$ cat config.mk
export PLATFORM = sky130hd
export DESIGN_NAME = rotating_square_ctrl_flat
export DESIGN_NICKNAME = d
export VERILOG_FILES = /design/src/rtl/rotating_square_ctrl_if.sv /design/src/rtl/rotating_square_ctrl.sv /design/src/flat_wrapper.sv
export SDC_FILE = /design/constraint.sdc
export NUM_CORES = 1
export LEC_CHECK = 0
export CORE_ASPECT_RATIO = 0.5
export CORE_MARGIN = 3
export CORE_UTILIZATION = 45
export DETAILED_ROUTE_END_ITERATION = 12
export GPL_TIMING_DRIVEN = 0
export PLACE_DENSITY = 0.67
export SLEW_MARGIN = 20
export SYNTH_ARGS = -nofsm -noshare
export SYNTH_HDL_FRONTEND = slang
export SYNTH_SLANG_ARGS = --single-unit
$ cat constraint.sdc
create_clock -name clk -period 2.1 [get_ports clk]
set_input_delay 0.315 -clock clk [delete_from_list [all_inputs] [get_ports clk]]
set_output_delay 0.315 -clock clk [all_outputs]
set_load 0.02 [all_outputs]
$ cat src/rtl/rotating_square_ctrl_if.sv
`default_nettype none
// ============================================================================
// Module   : rotating_square_ctrl_if
// Function : Control and display bundle of the rotating-square animator.
// Revision : 1.0  initial release
// ============================================================================
interface rotating_square_ctrl_if #(
    parameter int N_DIGITS = 8,
    parameter int PW       = $clog2(2 * N_DIGITS)
);
    logic                en;
    logic                cw;
    logic                mode;
    logic [6:0]          seg;
    logic [N_DIGITS-1:0] an;
    logic [PW-1:0]       pos;
    logic                step;

    modport master (
        output en, cw, mode,
        input  seg, an, pos, step
    );

    modport slave (
        input  en, cw, mode,
        output seg, an, pos, step
    );
endinterface
`default_nettype wire

$ cat src/rtl/rotating_square_ctrl.sv
`default_nettype none
// ============================================================================
// Module   : rotating_square_ctrl
// Function : Square glyph circling an N-digit common-anode 7-segment display.
// Revision : 1.0  initial release
// ============================================================================
module rotating_square_ctrl #(
    parameter int N_DIGITS = 8,
    parameter int TICK_DIV = 50_000_000
) (
    input  wire logic             clk,
    input  wire logic             reset,
    rotating_square_ctrl_if.slave bus
);
    localparam int PW      = $clog2(2 * N_DIGITS);
    localparam int c_CNT_W = (TICK_DIV > 1) ? $clog2(TICK_DIV) : 1;

    localparam logic [c_CNT_W-1:0] c_CNT_MAX   = c_CNT_W'(TICK_DIV - 1);
    localparam logic [PW-1:0]      c_N         = PW'(N_DIGITS);
    localparam logic [PW-1:0]      c_TOP_LAST  = PW'(N_DIGITS - 1);
    localparam logic [PW-1:0]      c_LOOP_LAST = PW'(2 * N_DIGITS - 1);
    localparam logic [PW:0]        c_LOOP_LEN  = (PW + 1)'(2 * N_DIGITS);
    localparam logic [6:0]         c_SEG_UPPER = 7'b0011100;
    localparam logic [6:0]         c_SEG_LOWER = 7'b1100010;
    localparam logic [6:0]         c_SEG_OFF   = 7'h7F;

    logic [c_CNT_W-1:0]  r_cnt;
    logic [PW-1:0]       r_pos;
    logic                r_step;

    logic                w_adv;
    logic                w_valid;
    logic                w_upper;
    logic [PW-1:0]       w_pos_next;
    logic [PW-1:0]       w_idx;
    logic [6:0]          w_seg;
    logic [N_DIGITS-1:0] w_an;

    assign w_adv   = bus.en && (r_cnt == c_CNT_MAX);
    // Extra bit keeps the range test meaningful when 2*N_DIGITS is a power of two.
    assign w_valid = ({1'b0, r_pos} < c_LOOP_LEN);
    assign w_upper = (r_pos < c_N);

    always_comb begin
        w_pos_next = '0;
        if (!w_valid) begin
            w_pos_next = '0;
        end else if (bus.mode) begin
            if (!w_upper) begin
                w_pos_next = bus.cw ? '0 : c_TOP_LAST;
            end else if (bus.cw) begin
                w_pos_next = (r_pos == c_TOP_LAST) ? '0 : r_pos + PW'(1);
            end else begin
                w_pos_next = (r_pos == '0) ? c_TOP_LAST : r_pos - PW'(1);
            end
        end else begin
            if (bus.cw) begin
                w_pos_next = (r_pos == c_LOOP_LAST) ? '0 : r_pos + PW'(1);
            end else begin
                w_pos_next = (r_pos == '0) ? c_LOOP_LAST : r_pos - PW'(1);
            end
        end
    end

    always_ff @(posedge clk or posedge reset) begin
        if (reset) begin
            r_cnt  <= '0;
            r_pos  <= '0;
            r_step <= 1'b0;
        end else begin
            if (bus.en) begin
                r_cnt <= (r_cnt == c_CNT_MAX) ? '0 : r_cnt + c_CNT_W'(1);
            end
            if (w_adv) begin
                r_pos <= w_pos_next;
            end
            r_step <= w_adv;
        end
    end

    // Upper square walks left to right, lower square walks back right to left.
    always_comb begin
        w_seg = c_SEG_OFF;
        w_an  = '1;
        w_idx = '0;
        if (w_upper) begin
            w_seg = c_SEG_UPPER;
            w_idx = c_TOP_LAST - r_pos;
        end else if (w_valid) begin
            w_seg = c_SEG_LOWER;
            w_idx = r_pos - c_N;
        end
        for (int i = 0; i < N_DIGITS; i++) begin
            if (w_valid && (w_idx == PW'(i))) begin
                w_an[i] = 1'b0;
            end
        end
    end

    assign bus.seg  = w_seg;
    assign bus.an   = w_an;
    assign bus.pos  = r_pos;
    assign bus.step = r_step;

endmodule
`default_nettype wire
$ cat src/flat_wrapper.sv
// flat-port wrapper written by rule: the top's interface ports become plain ports
module rotating_square_ctrl_flat 
#(
    parameter int N_DIGITS = 8,
    parameter int TICK_DIV = 50_000_000
)
  (clk, reset, bus_en, bus_cw, bus_mode, bus_seg, bus_an, bus_pos, bus_step);
  rotating_square_ctrl_if #(.N_DIGITS(N_DIGITS)) bus_i ();
  input  wire logic clk;
  input  wire logic reset;
  input wire logic [$bits(bus_i.en)-1:0] bus_en;
  input wire logic [$bits(bus_i.cw)-1:0] bus_cw;
  input wire logic [$bits(bus_i.mode)-1:0] bus_mode;
  output wire logic [$bits(bus_i.seg)-1:0] bus_seg;
  output wire logic [$bits(bus_i.an)-1:0] bus_an;
  output wire logic [$bits(bus_i.pos)-1:0] bus_pos;
  output wire logic [$bits(bus_i.step)-1:0] bus_step;
  assign bus_i.en = bus_en;
  assign bus_i.cw = bus_cw;
  assign bus_i.mode = bus_mode;
  assign bus_seg = bus_i.seg;
  assign bus_an = bus_i.an;
  assign bus_pos = bus_i.pos;
  assign bus_step = bus_i.step;
  rotating_square_ctrl #(.N_DIGITS(N_DIGITS), .TICK_DIV(TICK_DIV)) u_core (.clk(clk), .reset(reset), .bus(bus_i));
endmodule
==> impl_metrics.env, run 1 <==
export IMPL_r2r_end="u_core.r_cnt[3]"
export IMPL_port_buffers=23
export IMPL_comb_power_share_pct=9.9
export IMPL_internal_power_mw=1.007
export IMPL_clock_root_buffer="clkbuf_8"
export IMPL_final_hold_violation_count=0
export IMPL_ys_seq_elements=31
export IMPL_cts_buffer_depth=2
export IMPL_cts_buffers=5
export IMPL_diodes=0
export IMPL_synth_top_area_share_pct=41.53
export IMPL_ctsHoldBuffers=0
export IMPL_routedWlPerCell_um=13.43
export IMPL_grt_max_degree=32
export IMPL_drv_slew=0
export IMPL_final_core_utilization_pct=62.57
export IMPL_firstDrtPassIters=4
export IMPL_synth_nets=218
export IMPL_p_sw_uw=360.2
export IMPL_die_x_um=97.12
export IMPL_start_kind="flip-flop"
export IMPL_status="finished, final reports clean"
export IMPL_clk_latency_ps=280
export IMPL_drt_iter0_drc=63
export IMPL_fin_crit_sh_pct=94.24
export IMPL_row_count=15
export IMPL_initial_core_util_pct=50.52
export IMPL_crit_path_end_kind="primary output"
export IMPL_cts_tree="done"
export IMPL_max_cap_violations=0
export IMPL_worst_ep_arrival_time_ps=1660
export IMPL_seq_area_frac_synth_pct=41.53
export IMPL_skew_ps=4.244
export IMPL_ant_nets=0
export IMPL_cp_max_fo=8
export IMPL_yosysWarnings=0
export IMPL_rr_worst_depth=5
export IMPL_yosysTopAreaCell="dfrtp_1"
export IMPL_clkSlewWorstSetupHoldPaths_ps=70
export IMPL_crit_type="flip-flop to primary output"
export IMPL_slew_headroom_pct=57.28
export IMPL_htreeDepth=2
export IMPL_drive_above_1_share_pct=14.29
export IMPL_r2r_setup_slack_ps=230
export IMPL_finalNetCount=250
export IMPL_crit_start="u_core.bus.pos[3]"
export IMPL_synth_distinct_cells=37
export IMPL_viasPerCell=5.381
export IMPL_synth_area_leaders="dfrtp_1 42%, xor2_1 8.9%, ha_1 5.4%, nand2_1 4.8%, nor2_1 4.8%"
export IMPL_synthToLayoutAreaGrowth_pct=23.84
export IMPL_core_mm2=0.003697
export IMPL_fin_tns_setup_ps=0
export IMPL_grt_overflow_total=0
export IMPL_dp_hpwl_mm=2.771
export IMPL_power_density_mw_per_mm2=590.9
export IMPL_io_pins=25
export IMPL_fmax_ghz=0.5053
export IMPL_critPathRequiredTime_ps=1780
export IMPL_worstMarginPinSlew_ps=639.9
export IMPL_p_clk_share_pct=37.8
export IMPL_irDropWorstVdd_mv=0.2957
export IMPL_setup_viol=0
export IMPL_hold_class="primary input to async pin"
export IMPL_syn_inst=205
export IMPL_switching_share_pct=26.35
export IMPL_cts_sinks=31
export IMPL_fin_crit_ps=1979
export IMPL_vias=1555
export IMPL_fp_dieH_um=51.56
export IMPL_syn_area_per_cell_um2=9.112
export IMPL_die_area_mm2=0.005007
export IMPL_totalWireLength_mm=3.881
export IMPL_seqPwrFrac_pct=52.4
export IMPL_rsz0062_at_grt="no"
export IMPL_r2r_start="u_core.r_cnt[12]"
export IMPL_leakage_nw=1.065
export IMPL_grt_pass1_wl_mm=6.651
export IMPL_grt_pass1_vias=1447
export IMPL_grt_usage_pct=16.79
export IMPL_antenna_found_initial=0
export IMPL_syn_area_mm2=0.001868
export IMPL_routabilityCongestion=0.8490
export IMPL_drc_errors=0
-- sequential cells by signal, summed over array words and instances, names as in the netlist --
register         count
u_core.r_cnt        26
u_core.bus.pos       4
u_core.bus.step      1
-- power groups by stage --
stage | Clock [mW] | Sequential, mW | Combinational (mW)
finish | 0.516 | 0.716 | 0.135
floorplan | 0 | 0.710 | 0.106
global route | 0.555 | 0.725 | 0.155
CTS | 0.533 | 0.712 | 0.135
global placement | 0 | 0.720 | 0.129
detailed placement | 0 | 0.723 | 0.133
-- layout make-up --
type,count,area (um2)
Buffer,8,60.06
Fill cell,340,1384
Tap cell,51,63.81
Timing Repair Buffer,27,250.2
Clock buffer,8,100.1
Multi-Input combinational cell,154,1020
Sequential cell,31,779.5
Inverter,10,40.04
-- layout by cell type (no fill, tap or decap), types with 2 or more instances in the layout --
master and instances:
a21o_1 2, a21oi_1 3, o21ai_1 3, clkdlybuf4s50_1 15, clkbuf_8 7, xor2_1 19, buf_4 10, nor2_1 24
and3_1 5, nand3_1 8, dfrtp_1 28, a31oi_1 4, nand2_1 24, nand4_1 12, nor4_2 2, clkbuf_1 2
nand2b_1 4, nor3_2 2, dlygate4sd2_1 8, inv_1 8, nor2b_1 2, nor3_1 2, dfrtp_2 3, o21ai_0 5
xnor2_1 8, ha_1 7, or3_1 2
-- worst max-delay path: stages (launching register included) --
cell           delay (ps)
dfrtp_2               420
inv_4                 110
ha_1                  290
nor2b_2               180
nand2_1                50
dlygate4sd2_1         330
-- metal layers --
layer / track usage [%] / share of wire, % / vias to the layer above
li1: - / - / 767
met1: 22.02 / 50 / 725
met2: 26.48 / 42 / 57
met3: 5.221 / 7.4 / 6
met4: 6.294 / 1.1 / 0
met5: 0 / 0 / -
-- cell usage after synthesis --
cell       number
nor3_1          3
nand4_1        12
nor4_2          1
a221oi_1        1
and4_1          1
xnor2_1         8
ha_1            8
o21ai_0         5
a31oi_1         4
nor4b_1         2
o2111ai_1       1
o22ai_1         1
nand2b_1        4
nand3_2         1
dfrtp_1        31
nor3_4          1
and3_1          5
nand4_2         1
xor2_1         19
nor3_2          1
clkbuf_1        3
nand3_1         8
o21ai_1         3
conb_1          1
nand2_1        24
nor4bb_1        1
buf_4           6
a21o_1          2
or3_4           1
nor2_1         24
buf_6           1
a21oi_1         3
or3_1           2
o311ai_1        1
nor2b_1         3
inv_1          10
nor4_1          2
-- metrics by stage --
stage	cells	total power, mW	worst slack (ps)	cell area [um2]	hold WS [ps]
floorplan	205	0.8154	28.32	1868	418.5
global placement	279	0.8497	-408.2	2162	481.5
finish	289	1.367	120.9	2313	437.3
CTS	286	1.379	30.99	2275	459.7
detailed placement	279	0.8557	-424.4	2162	491.8
global route	289	1.434	3.908	2313	506.5
-- logic make-up (layout without fill, tap and decap cells) --
logic type      Yosys count  count (layout)  synth area share [%]
compound gates           21              21                 6.831
xor+xnor                 27              27                 12.66
buf+inv                  20              53                 5.626
simple gates             97              97                 27.80
other cells               1               1                0.2007
flops                    31              31                 41.53
fa+ha+maj                 8               8                 5.359
-- how the worst max path moves through the flow --
stage | cells after the start | slack [ps] | to
2_1_floorplan | 5 | 30 | bus_an[1]
3_3_place_gp | 6 | -410 | bus_an[1]
3_5_place_dp | 6 | -420 | bus_an[4]
4_1_cts | 5 | 30 | bus_an[3]
5_1_grt | 6 | 4 | u_core.r_cnt[18]
6_report | 5 | 120 | bus_an[1]
-- timing repair --
action / in CTS / in global routing
gates resized for setup: 14 / 4
buffers inserted: 1 / 3
cloned: 0 / 0
pin swaps: 0 / 1
setup endpoints to repair: 12 / 19
No activity file was read; power rests on OpenSTA's default activity.
==> run 2, diff against run 1 <==
--- a/config.mk
+++ b/config.mk
@@ -10,7 +10,7 @@
 export CORE_UTILIZATION = 45
 export DETAILED_ROUTE_END_ITERATION = 12
 export GPL_TIMING_DRIVEN = 0
-export PLACE_DENSITY = 0.67
+export PLACE_DENSITY = 0.68
 export SLEW_MARGIN = 20
 export SYNTH_ARGS = -nofsm -noshare
 export SYNTH_HDL_FRONTEND = slang
==> impl_metrics.env, run 2 (synthesized netlist as in run 1, its figures left out) <==
export IMPL_clk_latency_ps=280
export IMPL_final_common_cell="dfrtp_1"
export IMPL_skew_ps=7.861
export IMPL_drc_errors=0
export IMPL_io_pins=25
export IMPL_cts_sinks=31
export IMPL_grt_max_degree=32
export IMPL_initial_core_util_pct=50.52
export IMPL_final_cell_mix="28 x dfrtp_1, 24 x nand2_1, 24 x nor2_1"
export IMPL_max_cap_violations=0
export IMPL_largest_register_ffs=26
export IMPL_status="finished, final reports clean"
export IMPL_firstDrtPassIters=4
export IMPL_viasPerCell=5.362
export IMPL_core_mm2=0.003697
export IMPL_drv_slew=0
export IMPL_vias=1555
export IMPL_critPathRequiredTime_ps=1780
export IMPL_cp_max_fo=8
export IMPL_routabilityCongestion=0.8464
export IMPL_leakage_nw=1.066
export IMPL_slowest_stage="dfrtp_2"
export IMPL_routedWlPerCell_um=13.75
export IMPL_start_kind="flip-flop"
export IMPL_fin_crit_ps=1957
export IMPL_hold_class="primary input to async pin"
export IMPL_ant_nets=0
export IMPL_htreeDepth=2
export IMPL_rsz0062_at_grt="no"
export IMPL_totalWireLength_mm=3.987
export IMPL_grt_overflow_total=0
export IMPL_die_x_um=97.12
export IMPL_drive_above_1_share_pct=14.23
export IMPL_cts_tree="done"
export IMPL_port_buffers=23
export IMPL_diodes=0
export IMPL_crit_path_end_kind="primary output"
export IMPL_cts_buffer_depth=2
export IMPL_grt_pass1_wl_mm=6.934
export IMPL_slew_headroom_pct=56.82
export IMPL_final_hold_violation_count=0
export IMPL_die_area_mm2=0.005007
export IMPL_row_count=15
export IMPL_grt_usage_pct=17.65
export IMPL_irDropWorstVdd_mv=0.3355
export IMPL_power_density_mw_per_mm2=589.7
export IMPL_ctsHoldBuffers=0
export IMPL_fin_tns_setup_ps=0
export IMPL_regMostFlops="u_core.r_cnt"
export IMPL_fin_crit_sh_pct=93.21
export IMPL_antenna_found_initial=0
export IMPL_final_core_utilization_pct=62.81
export IMPL_synthToLayoutAreaGrowth_pct=24.31
export IMPL_worst_ep_arrival_time_ps=1640
export IMPL_worstMarginPinSlew_ps=646.8
export IMPL_fmax_ghz=0.5109
export IMPL_crit_type="flip-flop to primary output"
export IMPL_clkSlewWorstSetupHoldPaths_ps=70
export IMPL_clock_root_buffer="clkbuf_8"
export IMPL_crit_buf_inv=2
export IMPL_drt_iter0_drc=61
export IMPL_finalNetCount=251
export IMPL_fp_dieH_um=51.56
export IMPL_setup_viol=0
export IMPL_path_cells="inv_2 > ha_4 > nor2b_1 > nand2_1 > dlygate4sd2_1"
export IMPL_cpPeakStageDelay_ps=410
export IMPL_grt_pass1_vias=1511
export IMPL_dp_hpwl_mm=2.871
export IMPL_cts_buffers=5
export IMPL_cpLargestDelayFamily="buffers and inverters"
run 2: per-stage QoR:
step           setup slack (ps)  std cells  total power [mW]  instance area [um2]  hold slack (ps)
5_1_grt                   20.74        290             1.448                 2322            521.2
6_report                  142.5        290             1.369                 2322            445.7
4_1_cts                   4.957        286             1.387                 2256            467.2
3_5_place_dp             -440.7        279            0.8568                 2162            493.9
2_1_floorplan             28.32        205            0.8154                 1868            418.5
3_3_place_gp             -409.7        279            0.8501                 2162            486.3
run 2: repair_timing:
item | in CTS | in global routing
setup endpoints to repair | 13 | 19
pin swaps | 0 | 1
setup buffers | 1 | 4
gates resized for setup | 12 | 4
run 2: final timing paths:
path / start / end / slack, ps / cells after the start
max: u_core.bus.pos[3] / bus_an[1] / 140 / 5
min: reset / u_core.r_cnt[23] / 450 / 2
min in group clk: u_core.r_cnt[24] / u_core.r_cnt[24] / 500 / 1
max in group asynchronous: reset / u_core.bus.pos[2] / 1190 / 2
max reg2reg: u_core.r_cnt[9] / u_core.bus.pos[3] / 180 / 5
min reg2reg: u_core.r_cnt[24] / u_core.r_cnt[24] / 500 / 1
run 2: metal layers:
metal / GRT usage [%] / up-vias / wire, um / share of wire [%]
li1: - / 764 / - / -
met1: 22.77 / 745 / 1959 / 49
met2: 28.20 / 39 / 1750 / 44
met3: 4.685 / 7 / 207 / 5.2
met4: 8.392 / 0 / 70 / 1.8
met5: 0 / - / 0 / 0
run 2: final cells by class:
class                   instances  area [um2]
repair buffers                 28       257.7
inverters                      10       37.54
clock buffers                   8       100.1
multi-input cells             154        1023
well taps                      51       63.81
flip-flops and latches         31       779.5
fillers                       328        1375
plain buffers                   8       60.06
run 2: where the power goes:
part	total (mW)	switching, mW	leakage, nW	internal, mW
Combinational	0.135	0.0735	0.609	0.0611
Clock	0.519	0.221	0.0515	0.299
Sequential	0.715	0.0688	0.405	0.646
Total	1.37	0.363	1.07	1.01
run 2: worst register-to-register path, delay by kind of cell, from the launching register on:
kind | cells | cell delay (ps)
flops | 1 | 430
compound gates | 2 | 220
simple gates | 3 | 1160
==> run 3, diff against run 2 <==
==> constraint.sdc (replaced) <==
create_clock -name clk -period 2 [get_ports clk]
set_input_delay 0.3 -clock clk [delete_from_list [all_inputs] [get_ports clk]]
set_output_delay 0.3 -clock clk [all_outputs]
set_load 0.02 [all_outputs]
==> impl_metrics.env, run 3 (synthesized netlist as in run 1, its figures left out) <==
export IMPL_status="finished, final reports clean"
export IMPL_fin_crit_ps=1953
export IMPL_finalNetCount=253
export IMPL_leakage_nw=1.099
export IMPL_core_mm2=0.003697
export IMPL_clkSlewWorstSetupHoldPaths_ps=70
export IMPL_grt_pass1_wl_mm=6.693
export IMPL_fin_area_mm2=0.002345
export IMPL_synthToLayoutAreaGrowth_pct=25.52
export IMPL_initial_core_util_pct=50.52
export IMPL_diodes=0
export IMPL_fp_dieH_um=51.56
export IMPL_wl_met2_mm=1.741
export IMPL_drive_above_1_share_pct=18.75
export IMPL_rsz0062_at_grt="yes"
export IMPL_dp_hpwl_mm=2.760
export IMPL_r2r_setup_slack_ps=70
export IMPL_io_pins=25
export IMPL_drv_slew=0
export IMPL_antenna_found_initial=0
export IMPL_hold_class="primary input to async pin"
export IMPL_critical_path_depth=6
export IMPL_row_count=15
export IMPL_fin_crit_sh_pct=97.66
export IMPL_grt_overflow_total=0
export IMPL_ant_nets=0
export IMPL_largest_register_ffs=26
export IMPL_regMostFlops="u_core.r_cnt"
export IMPL_final_cell_mix="29 x dfrtp_1, 24 x nand2_1, 24 x nor2_1"
export IMPL_clk_latency_ps=280
export IMPL_setup_viol=0
export IMPL_path_cells="buf_8 > clkinvlp_4 > ha_4 > nor2_1 > nand2_1 > clkdlybuf4s15_2"
export IMPL_crit_path_end_kind="primary output"
export IMPL_crit_start="u_core.bus.pos[3]"
export IMPL_final_core_utilization_pct=63.42
export IMPL_max_cap_violations=0
export IMPL_cpLargestDelayFamily="buffers and inverters"
export IMPL_routabilityCongestion=0.9125
export IMPL_slew_headroom_pct=57.39
export IMPL_power_density_mw_per_mm2=592.4
export IMPL_port_buffers=23
export IMPL_crit_buf_inv=3
export IMPL_final_hold_violation_count=0
export IMPL_cts_buffer_depth=2
export IMPL_drt_iter0_drc=73
export IMPL_worstMarginPinSlew_ps=638.2
export IMPL_irDropWorstVdd_mv=0.3662
export IMPL_viasPerCell=5.354
export IMPL_placed_area_mm2=0.002163
export IMPL_start_kind="flip-flop"
export IMPL_die_area_mm2=0.005007
export IMPL_cpPeakStageDelay_ps=370
export IMPL_top_layer_used="met4"
export IMPL_slowest_stage="dfrtp_1"
export IMPL_die_x_um=97.12
export IMPL_totalWireLength_mm=3.862
export IMPL_r2r_start="u_core.r_cnt[9]"
export IMPL_grt_pass1_vias=1509
export IMPL_drc_errors=0
export IMPL_cts_sinks=31
export IMPL_crit_type="flip-flop to primary output"
export IMPL_setup_worst_path_end="bus_an[5]"
export IMPL_r2r_end="u_core.bus.pos[3]"
export IMPL_cp_max_fo=5
export IMPL_vias=1558
export IMPL_wl_met3_um=227
export IMPL_cts_buffers=5
export IMPL_final_common_cell="dfrtp_1"
export IMPL_grt_max_degree=32
export IMPL_htreeDepth=2
export IMPL_rr_worst_depth=5
export IMPL_met1_length_mm=1.861
export IMPL_clock_root_buffer="clkbuf_8"
export IMPL_cts_tree="done"
export IMPL_grt_usage_pct=16.59
export IMPL_routedWlPerCell_um=13.27
export IMPL_skew_ps=7.114
export IMPL_firstDrtPassIters=4
export IMPL_fmax_ghz=0.5120
export IMPL_worst_ep_arrival_time_ps=1650
export IMPL_critPathRequiredTime_ps=1700
-- run 3: routing by layer --
metal / vias to the layer above / track usage (%)
met1: 748 / 20.53
li1: 765 / -
met3: 4 / 4.685
met5: - / 0
met4: 0 / 4.895
met2: 41 / 28.88
-- run 3: worst min-delay path by stage --
stage                         to              from  slack, ps  cells past startpoint
2_1_floorplan  u_core.bus.pos[0]             reset        400                      1
3_3_place_gp    u_core.r_cnt[24]  u_core.r_cnt[24]        490                      1
3_5_place_dp    u_core.r_cnt[11]  u_core.r_cnt[11]        500                      1
4_1_cts          u_core.r_cnt[0]             reset        450                      2
5_1_grt        u_core.bus.pos[3]             reset        490                      2
6_report         u_core.r_cnt[7]             reset        430                      2
-- run 3: worst reg2reg max path: stages, from the launching register on --
cell     delay [ps]
dfrtp_1         430
nor4b_1         450
nand4_1         300
or3_1           410
o21ai_1         140
o21ai_1          80
-- run 3: timing repair --
action	in CTS	in global routing
resized for setup	34	10
pin swaps	0	2
hold buffers	0	0
setup buffers	2	4
setup endpoints to repair	13	22
-- run 3: area by class of cell --
cell class | count | area [um2]
Clock buffer | 6 | 82.58
Tap cell | 51 | 63.81
Multi-Input combinational cell | 154 | 1045
Clock inverter | 1 | 5.005
Inverter | 10 | 41.29
Timing Repair Buffer | 29 | 254.0
Buffer | 9 | 75.07
Sequential cell | 31 | 778.2
Fill cell | 321 | 1353
-- run 3: metrics by stage --
step	power, mW	setup slack [ps]	setup TNS [ps]	hold WS (ps)	instances
after floorplan	0.8561	54.44	0	403.5	205
after global placement	0.8921	-304.3	-6303	485.8	279
after detailed placement	0.9008	-326.4	-6771	499.4	279
after CTS	1.405	16.95	0	453.3	287
after global routing	1.474	-20.37	-44.90	494.0	291
final	1.389	46.73	0	428.2	291
-- run 3: report_power, final --
group	total, mW	internal (mW)	switching, mW	leakage, nW
Sequential	0.749	0.679	0.0699	0.407
Combinational	0.142	0.0644	0.0778	0.645
Clock	0.498	0.270	0.228	0.0470
